<file path="config.mk">
export PLATFORM = sky130hd
export DESIGN_NAME = osc_period_monitor_flat
export DESIGN_NICKNAME = d
export VERILOG_FILES = /design/src/rtl/osc_period_monitor_if.sv /design/src/rtl/osc_period_monitor.sv /design/src/flat_wrapper.sv
export SDC_FILE = /design/constraint.sdc
export NUM_CORES = 1
export LEC_CHECK = 0
export CAP_MARGIN = 20
export CORE_ASPECT_RATIO = 1.75
export CORE_MARGIN = 2
export CORE_UTILIZATION = 49
export CTS_BUF_LIST = sky130_fd_sc_hd__clkbuf_8
export DETAILED_ROUTE_END_ITERATION = 8
export PLACE_DENSITY = 0.7
export SLEW_MARGIN = 20
export SYNTH_ARGS = -nofsm -noshare
export SYNTH_HDL_FRONTEND = slang
export SYNTH_SLANG_ARGS = --single-unit
</file>
<file path="constraint.sdc">
create_clock -name clk -period 11.5 [get_ports clk]
set_input_delay 1.15 -clock clk [delete_from_list [all_inputs] [get_ports clk]]
set_output_delay 1.15 -clock clk [all_outputs]
set_load 0.02 [all_outputs]
</file>
<file path="src/rtl/osc_period_monitor_if.sv">
// osc_period_monitor_if
//   Configuration write bus for osc_period_monitor.
//   Ports (signals):
//     cfg_we    write strobe
//     cfg_sel   0 = t_lo, 1 = t_hi
//     cfg_ch    channel index, max(1, clog2(NUM_OSC)) bits
//     cfg_data  value to write, W bits
//   Modports: master drives the bus, slave (the monitor) receives it.
interface osc_period_monitor_if #(
  parameter int NUM_OSC = 2,
  parameter int W       = 32
);
  localparam int CH_W = (NUM_OSC > 1) ? $clog2(NUM_OSC) : 1;

  logic            cfg_we;
  logic            cfg_sel;
  logic [CH_W-1:0] cfg_ch;
  logic [W-1:0]    cfg_data;

  modport master (output cfg_we, cfg_sel, cfg_ch, cfg_data);
  modport slave  (input  cfg_we, cfg_sel, cfg_ch, cfg_data);
endinterface

</file>
<file path="src/rtl/osc_period_monitor.sv">
// osc_period_monitor
//   Holds programmable t_lo/t_hi settings for NUM_OSC oscillator channels and
//   measures each channel's high/low durations by accumulating dt per cycle.
//   Each measured phase is checked against its setting within +/-TOL; after
//   NUM_PERIODS good periods a channel reports done, on any bad phase it
//   reports done+err (sticky until clear or reset).
//
//   Optional feature: define OSC_PERIOD_MONITOR_TIMEOUT_EN to fail a channel
//   whose current phase exceeds twice its setting (or whose accumulator
//   saturates), catching stuck oscillators.
//
//   Ports:
//     clk       system clock
//     rst_n     asynchronous active-low reset
//     clear     synchronous restart of all channels (settings kept)
//     cfg       config write bus (osc_period_monitor_if.slave)
//     dt        emulator time step for this cycle
//     osc_val   sampled oscillator levels, one bit per channel
//     t_lo      packed t_lo settings, channel i at [i*W +: W]
//     t_hi      packed t_hi settings, channel i at [i*W +: W]
//     done      per-channel finished (pass or fail)
//     err       per-channel failed a check
//     all_done  every channel done
//     err_any   any channel in error
module osc_period_monitor #(
  parameter int             NUM_OSC     = 2,
  parameter int             W           = 32,
  parameter int             TOL         = 2,
  parameter int             NUM_PERIODS = 4,
  parameter logic [W-1:0]   T_LO_RST    = '0,
  parameter logic [W-1:0]   T_HI_RST    = '0
) (
  input  logic                   clk,
  input  logic                   rst_n,
  input  logic                   clear,
  osc_period_monitor_if.slave    cfg,
  input  logic [W-1:0]           dt,
  input  logic [NUM_OSC-1:0]     osc_val,
  output logic [NUM_OSC*W-1:0]   t_lo,
  output logic [NUM_OSC*W-1:0]   t_hi,
  output logic [NUM_OSC-1:0]     done,
  output logic [NUM_OSC-1:0]     err,
  output logic                   all_done,
  output logic                   err_any
);

  localparam int CNT_W = $clog2(NUM_PERIODS + 1);
  localparam logic [CNT_W-1:0]  LAST_CNT = CNT_W'(NUM_PERIODS - 1);
  localparam logic signed [W:0] TOL_S    = (W + 1)'(TOL);

  typedef enum logic [2:0] {
    ARM,
    HI,
    LO,
    PASS,
    FAIL
  } state_t;

  state_t             state_q  [NUM_OSC];
  logic [W-1:0]       acc_q    [NUM_OSC];
  logic [CNT_W-1:0]   cnt_q    [NUM_OSC];
  logic [W-1:0]       t_lo_q   [NUM_OSC];
  logic [W-1:0]       t_hi_q   [NUM_OSC];
  logic [NUM_OSC-1:0] osc_prev_q;
  logic [NUM_OSC-1:0] done_q;
  logic [NUM_OSC-1:0] err_q;

  logic [NUM_OSC-1:0] rise;
  logic [NUM_OSC-1:0] fall;
  logic [NUM_OSC-1:0] hi_ok;
  logic [NUM_OSC-1:0] lo_ok;
  logic [NUM_OSC-1:0] tmo_hi;
  logic [NUM_OSC-1:0] tmo_lo;
  logic [W:0]         sum_w   [NUM_OSC];
  logic [W-1:0]       acc_inc [NUM_OSC];
  logic               cfg_ch_ok;

  // Signed W+1 bit difference so that neither operand order can wrap.
  function automatic logic within_tol(input logic [W-1:0] meas,
                                      input logic [W-1:0] setting);
    logic signed [W:0] diff;
    diff = $signed({1'b0, meas}) - $signed({1'b0, setting});
    return (diff <= TOL_S) && (diff >= -TOL_S);
  endfunction

  assign cfg_ch_ok = 32'(cfg.cfg_ch) < 32'(NUM_OSC);

  always_comb begin
    rise   = '0;
    fall   = '0;
    hi_ok  = '0;
    lo_ok  = '0;
    tmo_hi = '0;
    tmo_lo = '0;
    for (int unsigned i = 0; i < NUM_OSC; i++) begin
      rise[i]    = osc_val[i] & ~osc_prev_q[i];
      fall[i]    = ~osc_val[i] & osc_prev_q[i];
      sum_w[i]   = {1'b0, acc_q[i]} + {1'b0, dt};
      acc_inc[i] = sum_w[i][W] ? '1 : sum_w[i][W-1:0];
      hi_ok[i]   = within_tol(acc_q[i], t_hi_q[i]);
      lo_ok[i]   = within_tol(acc_q[i], t_lo_q[i]);
`ifdef OSC_PERIOD_MONITOR_TIMEOUT_EN
      tmo_hi[i]  = ({1'b0, acc_q[i]} > {t_hi_q[i], 1'b0}) || (&acc_q[i]);
      tmo_lo[i]  = ({1'b0, acc_q[i]} > {t_lo_q[i], 1'b0}) || (&acc_q[i]);
`else
      tmo_hi[i]  = 1'b0;
      tmo_lo[i]  = 1'b0;
`endif
    end
  end

  always_ff @(posedge clk or negedge rst_n) begin
    if (!rst_n) begin
      for (int unsigned i = 0; i < NUM_OSC; i++) begin
        state_q[i] <= ARM;
        acc_q[i]   <= '0;
        cnt_q[i]   <= '0;
        t_lo_q[i]  <= T_LO_RST;
        t_hi_q[i]  <= T_HI_RST;
      end
      osc_prev_q <= '0;
      done_q     <= '0;
      err_q      <= '0;
    end else begin
      osc_prev_q <= osc_val;

      // Settings are written independently of clear and channel state.
      if (cfg.cfg_we && cfg_ch_ok) begin
        if (cfg.cfg_sel) t_hi_q[cfg.cfg_ch] <= cfg.cfg_data;
        else             t_lo_q[cfg.cfg_ch] <= cfg.cfg_data;
      end

      for (int unsigned i = 0; i < NUM_OSC; i++) begin
        if (clear) begin
          state_q[i] <= ARM;
          acc_q[i]   <= '0;
          cnt_q[i]   <= '0;
          done_q[i]  <= 1'b0;
          err_q[i]   <= 1'b0;
        end else begin
          // Each phase restarts at dt on its opening edge, so the checked
          // value is (cycles at level) * dt including the edge cycle.
          acc_q[i] <= (rise[i] | fall[i]) ? dt : acc_inc[i];

          unique case (state_q[i])
            ARM: begin
              if (rise[i]) state_q[i] <= HI;
            end
            HI: begin
              if (fall[i]) begin
                if (hi_ok[i]) begin
                  state_q[i] <= LO;
                end else begin
                  state_q[i] <= FAIL;
                  done_q[i]  <= 1'b1;
                  err_q[i]   <= 1'b1;
                end
              end else if (tmo_hi[i]) begin
                state_q[i] <= FAIL;
                done_q[i]  <= 1'b1;
                err_q[i]   <= 1'b1;
              end
            end
            LO: begin
              if (rise[i]) begin
                if (!lo_ok[i]) begin
                  state_q[i] <= FAIL;
                  done_q[i]  <= 1'b1;
                  err_q[i]   <= 1'b1;
                end else begin
                  cnt_q[i] <= cnt_q[i] + 1'b1;
                  if (cnt_q[i] == LAST_CNT) begin
                    state_q[i] <= PASS;
                    done_q[i]  <= 1'b1;
                  end else begin
                    state_q[i] <= HI;
                  end
                end
              end else if (tmo_lo[i]) begin
                state_q[i] <= FAIL;
                done_q[i]  <= 1'b1;
                err_q[i]   <= 1'b1;
              end
            end
            PASS, FAIL: begin
              state_q[i] <= state_q[i];
            end
            default: begin
              state_q[i] <= ARM;
            end
          endcase
        end
      end
    end
  end

  for (genvar g = 0; g < NUM_OSC; g++) begin : g_pack
    assign t_lo[g*W +: W] = t_lo_q[g];
    assign t_hi[g*W +: W] = t_hi_q[g];
  end

  assign done     = done_q;
  assign err      = err_q;
  // Reductions of registered flags: they change in the same cycle as done/err.
  assign all_done = &done_q;
  assign err_any  = |err_q;

endmodule
</file>
<file path="src/flat_wrapper.sv">
// flat-port wrapper written by rule: the top's interface ports become plain ports
module osc_period_monitor_flat 
#(
  parameter int             NUM_OSC     = 2,
  parameter int             W           = 32,
  parameter int             TOL         = 2,
  parameter int             NUM_PERIODS = 4,
  parameter logic [W-1:0]   T_LO_RST    = '0,
  parameter logic [W-1:0]   T_HI_RST    = '0
)
  (clk, rst_n, clear, dt, osc_val, t_lo, t_hi, done, err, all_done, err_any, cfg_cfg_we, cfg_cfg_sel, cfg_cfg_ch, cfg_cfg_data);
  osc_period_monitor_if #(.NUM_OSC(NUM_OSC), .W(W)) cfg_i ();
  input  logic clk;
  input  logic rst_n;
  input  logic clear;
  input  logic [W-1:0] dt;
  input  logic [NUM_OSC-1:0] osc_val;
  output logic [NUM_OSC*W-1:0] t_lo;
  output logic [NUM_OSC*W-1:0] t_hi;
  output logic [NUM_OSC-1:0] done;
  output logic [NUM_OSC-1:0] err;
  output logic all_done;
  output logic err_any;
  input wire logic [$bits(cfg_i.cfg_we)-1:0] cfg_cfg_we;
  input wire logic [$bits(cfg_i.cfg_sel)-1:0] cfg_cfg_sel;
  input wire logic [$bits(cfg_i.cfg_ch)-1:0] cfg_cfg_ch;
  input wire logic [$bits(cfg_i.cfg_data)-1:0] cfg_cfg_data;
  assign cfg_i.cfg_we = cfg_cfg_we;
  assign cfg_i.cfg_sel = cfg_cfg_sel;
  assign cfg_i.cfg_ch = cfg_cfg_ch;
  assign cfg_i.cfg_data = cfg_cfg_data;
  osc_period_monitor #(.NUM_OSC(NUM_OSC), .W(W), .TOL(TOL), .NUM_PERIODS(NUM_PERIODS), .T_LO_RST(T_LO_RST), .T_HI_RST(T_HI_RST)) u_core (.clk(clk), .rst_n(rst_n), .clear(clear), .cfg(cfg_i), .dt(dt), .osc_val(osc_val), .t_lo(t_lo), .t_hi(t_hi), .done(done), .err(err), .all_done(all_done), .err_any(err_any));
endmodule
</file>
==> run_results.csv, run 1 <==
group,metric,value,unit
min_path,worstHoldPathCells,1,
pwr,power,4.35,mW
critical_path,cp-end-kind,"flip-flop",
sta,fin_worst_skew,0.0410,ns
critical_path,cp_slowest_cell,"or4_1",
yosys,yosysSeqAreaShare,0.265,
yosys,ys_types,82,
global_route,grt-ovfl-total,0,
critical_path,start_kind,"flip-flop",
critical_path,reg2reg_slack,6.54,ns
yosys,ys.flop_type,"dfrtp_1",
global_route,grt_pass1_wl,103000,um
yosys,syn_inst,2389,
yosys,syn-num-nets,2667,
detailed_routing,drt_wl_total,67200,um
sta,setup_viol,0,
cts,clkTransAtPathRegs,0.06,ns
sta,tns,0,ns
die,initial_core_util,0.496,
final_layout,area_growth,16.7,%
die,die_area,42100,sq um
sta,fin_crit_sh,0.432,
critical_path,r2r_cells,16,
pwr,powerDensity,188,nW/um^2
pwr,leakagePower,10.6,nW
critical_path,cp_cell_sequence,"inv_1, ha_1, fa_1, nor2b_1, o31a_1, o2111ai_1, a31oi_1, a31oi_1, xor2_1, nand3b_1, or4_1, or4_1, nor3_1, nor2_1, o41ai_1, a21o_1",
die,die_x,156,um
min_path,holdPathEnd,"u_core.err[0]",
global_route,grt_start_max_net_pins,98,
run,cap_violations,0,
placement,gp_congestion,0.926,
cts,cts_sinks,210,
placement,post-dp-hpwl,53000,um
final_layout,layout_commonest_cell,"nor2_1",
critical_path,crit_family,"simple AND/OR/NAND/NOR gates",
cts,ctsHoldBuffers,0,
die,die_y,270,um
critical_path,timing.rr.start,"u_core.acc_q[0]",
cts,cts_tree,"yes",
critical_path,cp-startpoint,"u_core.acc_q[0]",
final_layout,drive_gt1_frac,0.0752,
sta,worst_slew_pin_slew,0.923,ns
sta,slew_viol_final,0,
cts,clk_latency,0.59,ns
sta,fmax,0.201,GHz
detailed_routing,vias,19000,
die,rows,97,
critical_path,cp_data_required_time,11.99,ns
final_layout,fin_nets,2843,
critical_path,crit_arrival,5.45,ns
yosys,synth_edf_count,0,
yosys,netlist_area,19800,sq um
global_route,track_usage,0.314,
sta,slew_headroom,0.384,
yosys,synth.avg_cell_area,8.29,sq um
sta,final.min_clock_period,4.96,ns
cts,cts_setup_buffers,0,
cts,h-tree-depth,2,
critical_path,cp_num_buf_inv,1,
detailed_routing,remaining_drc_errors,0,
cts,numCtsBuffers,38,
yosys,synth_warnings,0,
sta,rsz0062_at_grt,"no",
critical_path,max_stage_delay,0.58,ns
cts,cts_root_buf,"clkbuf_8",
sta,report.final.hold_viol_count,0,
critical_path,crit_type,"flip-flop to flip-flop",
yosys,ys_ff_latch,210,
detailed_routing,firstDrtPassIters,5,
global_route,antenna_found_initial,5,
placement,io_buffers,205,
die,core,39900,sq um
cts,post_cts_resized,0,
final_layout,final_cell_mix,"nor2_1 (221), dfrtp_1 (210), clkdlybuf4s50_1 (203), ha_1 (200), inv_1 (189)",
detailed_routing,wire_per_inst,21.8,um
global_route,grt_pass1_vias,18700,
yosys,async_flop_share,1.00,
detailed_routing,drtAntennaViolNets,0,
outcome,status,"complete, no violations",
min_path,hp-start,"u_core.err[0]",
pwr,vdd_drop_max,0.115,mV
cts,cts_buffer_depth,3,
min_path,hold_class,"flip-flop to flip-flop",
die,io_pins,206,
critical_path,reg2reg_to,"u_core.state_q[1]",
detailed_routing,drt_iter0_drc,1282,
critical_path,crit_fanout,5,
detailed_routing,viasPerCell,6.15,
==> logic make-up after synthesis <==
group / synth area share
compound gates: 0.231
xor+xnor: 0.0681
fa+ha+maj: 0.132
buf+inv: 0.0496
flops: 0.265
mux: 0.0608
simple gates: 0.193
==> worst register-to-register path, stage by stage (launching register included) <==
cell and delay [ns]:
dfrtp_1 0.42, inv_1 0.10, ha_1 0.21, fa_1 0.40, nor2b_1 0.19, o31a_1 0.19
o2111ai_1 0.23, a31oi_1 0.34, a31oi_1 0.24, xor2_1 0.24, nand3b_1 0.20, or4_1 0.54
or4_1 0.58, nor3_1 0.31, nor2_1 0.17, o41ai_1 0.42, a21o_1 0.13
==> final cells by class <==
cell class	count	area, sq um
Fill cell	3666	16800
Multi-Input combinational cell	1917	13600
Sequential cell	210	5260
Timing Repair Buffer	217	2160
Inverter	181	679
Clock buffer	48	661
Tap cell	495	619
Clock inverter	20	145
Antenna cell	3	7.51
==> report_power, final <==
| part | internal (mW) | switching [mW] |
|---|---|---|
| Combinational | 1.07 | 1.50 |
| Clock | 0.423 | 0.359 |
| Sequential | 0.862 | 0.145 |
| Total | 2.35 | 2.00 |
==> synthesized netlist by cell type (32+ instances only) <==
cell type | instances | area [sq um]
nor2_1 | 221 | 830
dfrtp_1 | 210 | 5260
ha_1 | 200 | 2500
inv_1 | 180 | 676
nand2_1 | 160 | 601
a21oi_1 | 153 | 766
mux2_2 | 98 | 1100
o21ai_0 | 94 | 470
xnor2_1 | 94 | 823
a21o_1 | 84 | 631
clkbuf_1 | 77 | 289
xor2_1 | 60 | 526
a211oi_1 | 54 | 405
nand3_1 | 51 | 255
nor3_1 | 50 | 250
nand4_1 | 46 | 288
a311oi_1 | 44 | 385
o21ai_1 | 40 | 200
nor2b_1 | 37 | 231
nand2b_1 | 35 | 219
and3_1 | 32 | 200
==> registers in the layout, indices dropped and copies added (netlist names) <==
signal and cells:
u_core.acc_q 64, u_core.cnt_q 6, u_core.done 2, u_core.err 2
u_core.osc_prev_q 2, u_core.state_q 6, u_core.t_hi 64, u_core.t_lo 64
==> metal layers <==
layer  track usage  part of all wire  vias up  wire, um
li1              -                 -     9126         -
met1         0.350              0.38     9047     25400
met2         0.539              0.49      609     32600
met3        0.0369             0.043      215      2880
met4         0.242             0.094        4      6300
met5             0           0.00028        -        19
==> per-stage QoR <==
stage                     std cells  setup WS [ns]   util  hold WS, ns  instance area, sq um
final                          3091           6.54  0.579        0.521                 23100
after global placement         3019           5.98  0.558        0.485                 22300
after detailed placement       3019           5.90  0.558        0.512                 22300
after CTS                      3087           6.50  0.578        0.525                 23100
after floorplan                2389           7.20      -        0.493                 19800
after global routing           3090           6.16  0.579        0.543                 23100
==> how the worst max path moves through the flow <==
stage	to	cells past startpoint
finish	u_core.state_q[1]	16
detailed placement	u_core.acc_q[29]	17
global placement	u_core.acc_q[1]	17
floorplan	u_core.acc_q[62]	17
CTS	u_core.acc_q[29]	17
global route	u_core.acc_q[55]	17
Note: power is estimated with default switching activity, not from simulation.
==> run 2, diff against run 1 <==
- PLACE_DENSITY: 0.7 -> 0.73
- clock period: 11.5 -> 4.4 ns (I/O delays scaled with it)
==> run 2 against run 1 <==
Effect of this change: via count rose by 3.3%; critical endpoint is now u_core.done[1]; first-iteration DRC count decreased by 8.3%; clock power grew to 2.5 times the previous value; fmax rose by 13%; sequential share of layout area is 0.97 points lower.
==> run_results.csv, run 2 (synthesis results as in run 1) <==
group,metric,value,unit
outcome,status,"complete, no violations",
final_layout,fillers,3549,
final_layout,final_cell_mix,"nor2_1 (217), dfrtp_1 (209), clkdlybuf4s50_1 (203), ha_1 (197), inv_1 (188)",
sta,fin_crit_sh,0.995,
sta,setup_viol,0,
critical_path,crit_arrival,4.81,ns
placement,placed_cell_area,23000,sq um
detailed_routing,drt_wl_total,68700,um
detailed_routing,firstDrtPassIters,5,
detailed_routing,wire_per_inst,21.6,um
pwr,powerDensity,491,nW/um^2
sta,fmax,0.228,GHz
sta,tns,0,ns
detailed_routing,drt_iter0_drc,1175,
global_route,grt_start_max_net_pins,90,
die,rows,97,
final_layout,area_growth,21.9,%
final_layout,fin_nets,2940,
critical_path,cp_num_buf_inv,2,
critical_path,cp-end-kind,"flip-flop",
sta,fin_ws,0.0218,ns
cts,cts_buffer_depth,3,
detailed_routing,remaining_drc_errors,0,
sta,rsz0062_at_grt,"yes",
pwr,power,11.8,mW
sta,slew_viol_final,0,
critical_path,cp_slowest_cell,"or4b_4",
final_layout,layout_commonest_cell,"nor2_1",
global_route,track_usage,0.321,
sta,slew_headroom,0.393,
cts,cts_root_buf,"clkbuf_8",
critical_path,crit_fanout,4,
sta,worst_slew_pin_slew,0.911,ns
sta,fin_worst_hold_slack,0.237,ns
placement,gp_congestion,0.980,
cts,numCtsBuffers,37,
die,die_area,42100,sq um
final_layout,drive_gt1_frac,0.127,
cts,h-tree-depth,2,
sta,fin_worst_skew,0.0308,ns
critical_path,max_stage_delay,0.55,ns
die,initial_core_util,0.496,
critical_path,cp_cell_sequence,"ha_1, o21a_1, o31a_1, o21ba_4, buf_4, buf_4, o21a_1, a21o_1, a211o_1, a211o_1, a22o_1, or4_4, or4b_4, and4bb_1, a31o_4, o221ai_2",
critical_path,crit_type,"flip-flop to flip-flop",
cts,cts_tree,"yes",
cts,clk_latency,0.59,ns
global_route,antenna_found_initial,2,
cts,clkTransAtPathRegs,0.06,ns
placement,post-dp-hpwl,54300,um
global_route,grt_pass1_wl,106000,um
die,die_x,156,um
min_path,hold_class,"primary input to flip-flop",
detailed_routing,drtAntennaViolNets,0,
final_layout,design_area,24200,sq um
pwr,vdd_drop_max,0.467,mV
critical_path,crit_family,"compound AO/OA/AOI/OAI gates",
detailed_routing,vias,19600,
sta,final.min_clock_period,4.38,ns
placement,io_buffers,205,
sta,report.final.hold_viol_count,0,
global_route,grt-ovfl-total,0,
global_route,grt_pass1_vias,19400,
critical_path,start_kind,"flip-flop",
detailed_routing,viasPerCell,6.17,
die,io_pins,206,
critical_path,cp_data_required_time,4.84,ns
die,die_y,270,um
pwr,leakagePower,11.1,nW
die,core,39900,sq um
placement,place_ws,-0.225,ns
run,cap_violations,0,
cts,cts_sinks,210,
==> run 2: cell type report <==
| cell class | instances | area, sq um | area share |
|---|---|---|---|
| Timing Repair Buffer | 315 | 2940 | 0.122 |
| Multi-Input combinational cell | 1917 | 13900 | 0.575 |
| Inverter | 181 | 679 | 0.0281 |
| Tap cell | 495 | 619 | 0.0256 |
| Clock buffer | 46 | 633 | 0.0262 |
| Clock inverter | 19 | 139 | 0.00575 |
| Sequential cell | 210 | 5260 | 0.218 |
| Antenna cell | 1 | 2.50 | 0.000104 |
==> run 2: where the power goes <==
group,switching (mW),internal [mW]
logic,4.13,3.13
registers,0.367,2.25
clock network,0.906,1.06
==> run 2: path summary, 6_finish.rpt <==
| path | cells past startpoint | slack [ns] | end | startpoint |
|---|---|---|---|---|
| hold reg to reg | 1 | 0.53 | u_core.t_hi[35] | u_core.t_hi[35] |
| hold / removal | 4 | 0.24 | u_core.done[0] | clear |
| setup / recovery | 16 | 0.02 | u_core.done[1] | u_core.acc_q[3] |
| max in group asynchronous | 3 | 2.94 | u_core.acc_q[2] | rst_n |
| min in group asynchronous | 2 | 0.44 | u_core.t_lo[30] | rst_n |
| setup reg to reg | 16 | 0.02 | u_core.done[1] | u_core.acc_q[3] |
==> run 2: per-layer routing <==
layer  track usage  vias up  share of wire
li1              -     9329              -
met1         0.354     9371           0.38
met2         0.552      692           0.49
met3        0.0371      240          0.043
met4         0.254        2          0.096
met5             0        -        0.00012
==> run 2: what timing repair did <==
action | CTS | global route
gates resized for setup | 12 | 46
hold buffers | 1 | 0
buffers inserted | 3 | 8
pin swaps | 8 | 13
endpoints found under the setup margin | 5 | 15
endpoints found under the hold margin | 87 | 0
==> run 2: tightest hold or removal path, stage by stage <==
cell,delay (ns)
buf_2,0.09
nor2_1,0.08
nand4_1,0.10
a21oi_1,0.06
==> run 2: per-stage QoR <==
step                 util  instances
floorplan               -       2389
detailed placement  0.575       3105
global route        0.605       3184
global placement    0.575       3105
CTS                 0.597       3174
finish              0.605       3184
